**src/rtl/pad_pkg.sv**
```systemverilog
// Shared types for the zero-border inserter: geometry config and control states.
// Pure declarations; no logic lives here.
package pad_pkg;

    localparam int DATA_W = 64;
    localparam int DIM_W  = 16;

    typedef enum logic [1:0] {
        IDLE,
        PAD,
        PASS
    } state_t;

    // d counts 8-channel vector groups, so it is three bits narrower than the channel field
    typedef struct packed {
        logic [DIM_W-4:0] d;
        logic [DIM_W-1:0] w;
        logic [DIM_W-1:0] h;
    } cfg_t;

    function automatic logic cfg_legal(input cfg_t c);
        return (c.d != '0) && (c.w != '0) && (c.h != '0);
    endfunction

endpackage

```
**src/rtl/pad_inserter_if.sv**
```systemverilog
// Valid/ready vector stream carrying one 8-channel group per beat.
// The master drives data/valid; the slave drives ready.
interface pad_inserter_if #(
    parameter int DATA_W = 64
);
    logic [DATA_W-1:0] data;
    logic              valid;
    logic              ready;

    modport master (output data, output valid, input ready);
    modport slave  (input data, input valid, output ready);
endinterface

```
**src/rtl/stream_out_reg.sv**
```systemverilog
// Single-stage valid/ready output register; 1 cycle latency.
// Accepts a new beat whenever empty or draining; holds data stable while stalled.
module stream_out_reg #(
    parameter int DATA_W = 64
) (
    input  logic              clk,
    input  logic              rst_n,
    input  logic [DATA_W-1:0] load_dat,
    input  logic              load_vld,
    output logic              load_rdy,
    pad_inserter_if.master    m
);
    assign load_rdy = !m.valid || m.ready;

    always_ff @(posedge clk or negedge rst_n) begin
        if (!rst_n) begin
            m.valid <= 1'b0;
            m.data  <= '0;
        end else if (load_rdy) begin
            m.valid <= load_vld;
            if (load_vld) begin
                m.data <= load_dat;
            end
        end
    end

endmodule

```
**src/rtl/pad_inserter.sv**
```systemverilog
// Wraps a raster feature map with a one-pixel zero border; 1 cycle input-to-output latency.
// Input is only accepted on interior positions while the output register can take a beat.
module pad_inserter #(
    parameter int DATA_W = pad_pkg::DATA_W,
    parameter int DIM_W  = pad_pkg::DIM_W
) (
    input  logic             clk,
    input  logic             rst_n,
    input  logic             start,
    input  logic [DIM_W-1:0] in_channels,
    input  logic [DIM_W-1:0] img_width,
    input  logic [DIM_W-1:0] img_height,
    pad_inserter_if.slave    s,
    pad_inserter_if.master   m,
    output logic             busy,
    output logic             done,
    output logic             cfg_err
);
    localparam logic [DIM_W-4:0] ONE_V = (DIM_W-3)'(1);
    localparam logic [DIM_W:0]   ONE_P = (DIM_W+1)'(1);

    pad_pkg::state_t state;
    pad_pkg::cfg_t   cfg_q, cfg_new, cfg_cur;

    logic [DIM_W-4:0] vec, vec_nxt;
    logic [DIM_W:0]   col, row, col_nxt, row_nxt, w_last, h_last;
    logic             last_vec, last_col, at_end, next_border;
    logic             last_pend, start_ok;
    logic             load_vld, load_rdy, emit;
    logic [DATA_W-1:0] load_dat;
    logic             unused_ch;

    assign unused_ch = ^in_channels[2:0];
    assign cfg_new   = '{d: in_channels[DIM_W-1:3], w: img_width, h: img_height};
    assign start_ok  = (state == pad_pkg::IDLE) && start && pad_pkg::cfg_legal(cfg_new);

    // The first border vector is emitted straight out of IDLE, so geometry must come from the live inputs there
    assign cfg_cur = (state == pad_pkg::IDLE) ? cfg_new : cfg_q;
    assign w_last  = {1'b0, cfg_cur.w} + ONE_P;
    assign h_last  = {1'b0, cfg_cur.h} + ONE_P;

    assign last_vec = (vec == cfg_cur.d - ONE_V);
    assign last_col = (col == w_last);
    assign at_end   = last_vec && last_col && (row == h_last);

    always_comb begin
        vec_nxt = vec + ONE_V;
        col_nxt = col;
        row_nxt = row;
        if (last_vec) begin
            vec_nxt = '0;
            col_nxt = last_col ? '0 : col + ONE_P;
            row_nxt = last_col ? row + ONE_P : row;
        end
    end

    assign next_border = (row_nxt == '0) || (row_nxt == h_last) ||
                         (col_nxt == '0) || (col_nxt == w_last);

    // State encodes whether the current position is border (PAD) or interior (PASS)
    assign load_vld = start_ok ||
                      ((state == pad_pkg::PAD) && !last_pend) ||
                      ((state == pad_pkg::PASS) && s.valid);
    assign load_dat = (state == pad_pkg::PASS) ? s.data : '0;
    assign emit     = load_vld && load_rdy;
    assign s.ready  = (state == pad_pkg::PASS) && load_rdy;
    assign busy     = (state != pad_pkg::IDLE);

    stream_out_reg #(.DATA_W(DATA_W)) u_out (
        .clk      (clk),
        .rst_n    (rst_n),
        .load_dat (load_dat),
        .load_vld (load_vld),
        .load_rdy (load_rdy),
        .m        (m)
    );

    always_ff @(posedge clk or negedge rst_n) begin
        if (!rst_n) begin
            state     <= pad_pkg::IDLE;
            cfg_q     <= '0;
            vec       <= '0;
            col       <= '0;
            row       <= '0;
            last_pend <= 1'b0;
            done      <= 1'b0;
            cfg_err   <= 1'b0;
        end else begin
            done    <= 1'b0;
            cfg_err <= (state == pad_pkg::IDLE) && start && !pad_pkg::cfg_legal(cfg_new);
            if (start_ok) begin
                cfg_q <= cfg_new;
            end
            if (emit) begin
                vec <= vec_nxt;
                col <= col_nxt;
                row <= row_nxt;
                if (at_end) begin
                    last_pend <= 1'b1;
                    state     <= pad_pkg::PAD;
                end else begin
                    state <= next_border ? pad_pkg::PAD : pad_pkg::PASS;
                end
            end else if (last_pend && m.valid && m.ready) begin
                state     <= pad_pkg::IDLE;
                last_pend <= 1'b0;
                done      <= 1'b1;
                vec       <= '0;
                col       <= '0;
                row       <= '0;
            end
        end
    end

endmodule

```
**src/flat_wrapper.sv**
```systemverilog
// flat-port wrapper written by rule: the top's interface ports become plain ports
module pad_inserter_flat 
#(
    parameter int DATA_W = pad_pkg::DATA_W,
    parameter int DIM_W  = pad_pkg::DIM_W
)
  (clk, rst_n, start, in_channels, img_width, img_height, busy, done, cfg_err, s_data, s_valid, s_ready, m_data, m_valid, m_ready);
  pad_inserter_if #(.DATA_W(DATA_W)) s_i ();
  pad_inserter_if #(.DATA_W(DATA_W)) m_i ();
  input  logic clk;
  input  logic rst_n;
  input  logic start;
  input  logic [DIM_W-1:0] in_channels;
  input  logic [DIM_W-1:0] img_width;
  input  logic [DIM_W-1:0] img_height;
  output logic busy;
  output logic done;
  output logic cfg_err;
  input wire logic [$bits(s_i.data)-1:0] s_data;
  input wire logic [$bits(s_i.valid)-1:0] s_valid;
  output wire logic [$bits(s_i.ready)-1:0] s_ready;
  output wire logic [$bits(m_i.data)-1:0] m_data;
  output wire logic [$bits(m_i.valid)-1:0] m_valid;
  input wire logic [$bits(m_i.ready)-1:0] m_ready;
  assign s_i.data = s_data;
  assign s_i.valid = s_valid;
  assign s_ready = s_i.ready;
  assign m_data = m_i.data;
  assign m_valid = m_i.valid;
  assign m_i.ready = m_ready;
  pad_inserter #(.DATA_W(DATA_W), .DIM_W(DIM_W)) u_core (.clk(clk), .rst_n(rst_n), .start(start), .in_channels(in_channels), .img_width(img_width), .img_height(img_height), .s(s_i), .m(m_i), .busy(busy), .done(done), .cfg_err(cfg_err));
endmodule
```
**config.mk**
```make
export PLATFORM = sky130hd
export DESIGN_NAME = pad_inserter_flat
export DESIGN_NICKNAME = d
export VERILOG_FILES = /design/src/rtl/pad_pkg.sv /design/src/rtl/pad_inserter_if.sv /design/src/rtl/stream_out_reg.sv /design/src/rtl/pad_inserter.sv /design/src/flat_wrapper.sv
export SDC_FILE = /design/constraint.sdc
export NUM_CORES = 1
export LEC_CHECK = 0
export CORE_MARGIN = 1
export CORE_UTILIZATION = 35
export DETAILED_ROUTE_END_ITERATION = 8
export HOLD_SLACK_MARGIN = 0.15
export PLACE_DENSITY_LB_ADDON = 0.1
export SKIP_LAST_GASP = 1
export SYNTH_ARGS = -nofsm -noshare
export SYNTH_HDL_FRONTEND = slang
export SYNTH_SLANG_ARGS = --single-unit
export TNS_END_PERCENT = 100
```
**constraint.sdc**
```tcl
create_clock -name clk -period 5.8 [get_ports clk]
set_clock_uncertainty 0.15 [all_clocks]
set_input_delay 1.16 -clock clk [delete_from_list [all_inputs] [get_ports clk]]
set_output_delay 1.16 -clock clk [all_outputs]
set_load 0.005 [all_outputs]
```
==> metrics.cfg, run 1 <==
[worst_hold_path]
hold_class=reg2reg
whs_endpoint=u_core.u_out.m.data[42]
holdPathStages=1
holdCritStartpoint=u_core.u_out.m.data[42]

[clock_tree]
path_clk_slew_ns=0.07
cts_hold_buf=0
clkLatencyLatePin_ns=0.45
cts_sinks=162
cts_setup_buffers=0
cts_htree_levels=4
cts_buffer_depth=2
cts-root-buf=clkbuf_16
cts_tree=done
cts_buffers=17

[global_route]
grt_pass1_wl_um=58500
antenna_found_initial=0
grt_overflow=0
grt_usage_pct=22.5
grt_max_degree=98
first_global_vias=10700

[worst_setup_path]
cp_max_fo=3
r2r_slack_ns=0.59
cp-end-kind=flop
critPathLaunchType=primary input
crit_required_ns=5.98
r2r_end=u_core.state[1]
crit_top_cell=buf_4
worst-setup-path-type=in2reg
rr_worst_depth=17
worst-path-buf-inv=6
cp.arrival_ns=5.68
critPathTopFamily=compound AO/OA/AOI/OAI gates
r2r_start=u_core.state[1]
path_cells=clkdlybuf4s50_1, mux2i_4, inv_1, ha_1, inv_1, buf_4, a221oi_1, a31oi_1, or3_1, a21oi_1, buf_4, o21ai_1, nand4bb_1, or4_1, xnor2_1, a2111oi_0, buf_4, a21o_1, nor2_1, o21ba_1
slowest_stage=or4_1
max_stage_delay_ns=0.64

[place]
io_buffers=182
dpl.hpwl_um=26900
gp_congestion=0.913
dp_cells=1870

[timing]
holdWs_ns=0.352
fin_crit_ns=5.50
max_slew_margin_pct=27.5
tns_ns=0
final_hold_viol_count=0
period_share_pct=94.8
worst_pin_slew_ns=1.08
timing.fmax_ghz=0.182
rsz0062_at_grt=no
setup_viol=0
maxSlewViolCount=0

[floorplanning]
rows=65
ios=186
coreArea_um2=31600
die_x_um=182
die-area_um2=33000
initial_core_util_pct=35.7
die_y_um=182

[cells_and_area]
layout-drive-gt1-share_pct=15.3
nets=1610
seq_area_um2=4050
nFillCells=3078
multi_input_area_um2=6820
final_cells=1902
area_growth_pct=31.2
n_antenna_cell=0

[detailed_routing]
drt-wirelength-per-cell_um=19.1
drt_first_iter_violations=671
num_vias=10700
finalWirelength_um=36300
drt_pass1_iterations=5
ant_nets=0
avgViaCountPerCell=5.60
remaining_drc_errors=0

[synth]
synth_edf_count=0
synthTopCellsByCount=dfrtp_1, nand2_1, o21ai_0
yosysSeqAreaShare_pct=35.9
synth.most_common_cell=dfrtp_1
ys_top_cells_by_area=dfrtp_1, a22o_1, xnor2_1, mux2_2, nand2_1
ys.flop_type=dfrtp_1
synth_nets=1371
synthArstFlopShare_pct=100
ys_types=86
synth_area_um2=11300
avgSynthCellArea_um2=9.04
synth-seq-cells=162
synth_warnings=0
synth_cells=1248
yosysTopAreaCellShare_pct=35.9
yosysTopAreaCell=dfrtp_1

[power]
power_density_nw_per_um2=239
p_leak_nw=6.21
ir_drop_v=0.000207

[job]
drv_cap=0

[outcome]
status=finished, final reports clean

==> area by class of cell <==
cell class,count,area share [%]
clock inverters,13,0.777
flip-flops and latches,162,27.4
multi-input cells,980,46.0
inverters,21,0.549
clock buffers,19,3.06
repair buffers,305,18.8
well taps,402,3.40
==> worst max-delay path by stage <==
stage	start	to	slack, ns	cells after the start
after detailed placement	img_width[0]	u_core.state[1]	-0.1	17
after global placement	img_width[0]	u_core.state[1]	-0.13	17
after floorplan	u_core.state[0]	u_core.state[1]	0.03	25
after global routing	img_width[15]	u_core.state[1]	0.04	15
final	img_width[0]	u_core.state[1]	0.30	20
after CTS	img_width[0]	u_core.state[1]	0.28	16
==> state kept, by name (all words and copies together), names as in the netlist <==
signal	count
u_core.cfg_err	1
u_core.cfg_q	45
u_core.col	17
u_core.done	1
u_core.last_pend	1
u_core.row	17
u_core.state	2
u_core.u_out.m.data	64
u_core.u_out.m.valid	1
u_core.vec	13
==> per-stage QoR <==
step | total power, W | worst slack (ns) | utilization [%] | instance area, um^2
5_1_grt | 0.00374 | 0.0423 | 46.8 | 14800
3_5_place_dp | 0.00241 | -0.0967 | 45.0 | 14200
3_3_place_gp | 0.00240 | -0.128 | 45.0 | 14200
2_1_floorplan | 0.00198 | 0.0323 | - | 11300
4_1_cts | 0.00356 | 0.280 | 46.8 | 14800
6_report | 0.00353 | 0.301 | 46.8 | 14800
==> per-layer routing <==
layer | track usage (%) | up-vias | routed length, um
met3 | 4.41 | 45 | 2010
met4 | 6.98 | 0 | 788
li1 | - | 5128 | -
met2 | 36.3 | 315 | 16600
met1 | 30.3 | 5171 | 16900
met5 | 0 | - | 0
==> report_power, final <==
part,internal (W),switching [W],leakage [nW],total [W]
logic,0.000525,0.000559,3.74,0.00108
clock network,0.000587,0.000541,0.277,0.00113
registers,0.00122,0.0000990,2.20,0.00132
==> logic make-up after synthesis <==
kind of cell               synth area share (%)
AOI/OAI and AO/OA                          19.6
adders and majority gates                 0.665
buffers and inverters                      3.89
xor gates and xnor gates                   8.57
and+or+nand+nor                            22.7
muxes                                      8.72
DFF                                        35.9
==> cells in the final DEF (no fill, tap or decap), drive strengths merged, types with 32 or more instances in the layout <==
cell,instances
nor3,46
nand3,48
nand2,119
a22o,71
mux2,48
dfrtp,162
mux2i,43
o21ai,80
xnor2,69
nor2,64
and3,36
a21oi,32
clkdlybuf4s50,181
buf,124
==> what timing repair did <==
action | CTS | global route
endpoints found under the hold margin | 0 | 0
setup endpoints to repair | 0 | 1
resized for setup | 0 | 2
(Power assumes the default switching activity.)
==> inputs of run 2 (changes only) <==
- CORE_UTILIZATION: 35 -> 40
==> metrics.cfg, run 2 (synthesis gave the netlist of run 1 again) <==
[floorplanning]
die_x_um=170
die_y_um=170
die-area_um2=28900
initial_core_util_pct=40.6
rows=61
ios=186
coreArea_um2=27800

[worst_setup_path]
path_cells=clkdlybuf4s50_1, nor4bb_1, a31oi_1, or4b_1, a211o_1, a21oi_1, o21ai_1, nand4bb_1, or4_1, xnor2_1, a2111oi_0, buf_4, a21o_1, nor2_1, o21ba_1
worst-setup-path-type=in2reg
crit_required_ns=5.98
cp-end-kind=flop
critPathLaunchType=primary input
cp.arrival_ns=5.69
slowest_stage=or4_1
cp_max_fo=4
max_stage_delay_ns=0.65

[timing]
max_slew_margin_pct=36.9
holdWs_ns=0.357
setup_viol=0
rsz0062_at_grt=no
worst_pin_slew_ns=0.945
period_share_pct=95.0
fin_crit_ns=5.51
timing.fmax_ghz=0.181
final_hold_viol_count=0
maxSlewViolCount=0

[global_route]
grt_max_degree=71
grt_pass1_wl_um=57400
grt_overflow=0
first_global_vias=10500
grt_usage_pct=25.2
antenna_found_initial=0

[clock_tree]
cts_hold_buf=0
cts_resized=0
cts_sinks=162
cts_tree=done
cts_buffer_depth=2
cts_setup_buffers=0
cts_htree_levels=4
cts_buffers=17
clkLatencyLatePin_ns=0.44
path_clk_slew_ns=0.08
cts-root-buf=clkbuf_16

[place]
dpl.hpwl_um=25800
gp_congestion=0.923
io_buffers=182

[cells_and_area]
top_regs=u_core.u_out.m.data: 64 flops, u_core.cfg_q: 45 flops
final_cell_mix=clkdlybuf4s50_1, dfrtp_1, nand2_1
largest_register_ffs=64
nets=1593
largest_register=u_core.u_out.m.data
area_growth_pct=29.8
layout-drive-gt1-share_pct=14.2
post-route-util_pct=52.7
layout_commonest_cell=clkdlybuf4s50_1
n_antenna_cell=0

[worst_hold_path]
hold_class=reg2reg

[detailed_routing]
routed.top_layer=met4
avgViaCountPerCell=5.75
ant_nets=0
num_vias=10700
wl_met2_um=17100
wl_met3_um=1860
remaining_drc_errors=0
drt_pass1_iterations=8
finalWirelength_um=35300
wl_met1_um=15900
drt_first_iter_violations=882
drt-wirelength-per-cell_um=19.0

[power]
p_leak_nw=6.13
power_density_nw_per_um2=242
ir_drop_v=0.000206

[job]
drv_cap=0

[outcome]
status=finished, final reports clean

run 2: cell types whose count changed in the layout (fill, tap and decap cells not counted), sizes merged:
cell | before | now
buf | 124 | 107
clkbuf | 19 | 18
clkinv | 4 | 9
clkinvlp | 2 | 0
inv | 28 | 26
run 2: through the flow:
| stage | power [W] | instances | instance area, um^2 | setup TNS, ns | setup slack, ns |
|---|---|---|---|---|---|
| floorplan | 0.00198 | 1248 | 11300 | 0 | 0.0323 |
| global placement | 0.00237 | 1829 | 14000 | -0.0263 | -0.0263 |
| detailed placement | 0.00239 | 1829 | 14000 | -0.0577 | -0.0577 |
| CTS | 0.00358 | 1861 | 14600 | 0 | 0.335 |
| global route | 0.00375 | 1861 | 14600 | 0 | 0.0531 |
| finish | 0.00355 | 1861 | 14600 | 0 | 0.290 |
run 2: worst paths after layout:
path | cells past startpoint | end | from | slack [ns]
worst max-delay path | 15 | u_core.state[1] | img_width[15] | 0.29
worst min-delay path | 1 | u_core.u_out.m.data[12] | u_core.u_out.m.data[12] | 0.36
worst max register to register | 15 | u_core.state[1] | u_core.state[0] | 0.76
worst min register to register | 1 | u_core.u_out.m.data[12] | u_core.u_out.m.data[12] | 0.36
max in group asynchronous | 2 | u_core.col[14] | rst_n | 3.84
min in group asynchronous | 1 | u_core.cfg_q[34] | rst_n | 0.56
run 2: final cells by class:
class,instances,area [um^2]
fillers,2617,13100
multi-input cells,980,6810
flip-flops and latches,162,4050
repair buffers,288,2630
well taps,378,473
clock buffers,18,429
clock inverters,14,168
inverters,21,81.3
run 2: metal layers:
layer / global-route usage, % / vias up
li1: - / 5102
met1: 33.7 / 5242
met2: 42.7 / 321
met3: 3.88 / 31
met4: 5.56 / 0
met5: 0 / -
run 2: worst max-delay path: cells and delay by family:
| family | cells | cell delay [ns] |
|---|---|---|
| xor+xnor | 1 | 0.18 |
| simple gates | 5 | 2.14 |
| compound gates | 7 | 1.53 |
| buf+inv | 2 | 0.68 |
run 2: report_power, final:
group	leakage [nW]	internal (W)	switching, W	total, W
clock	0.289	0.000582	0.000584	0.00117
sequential	2.20	0.00122	0.000100	0.00132
combinational	3.65	0.000519	0.000543	0.00106
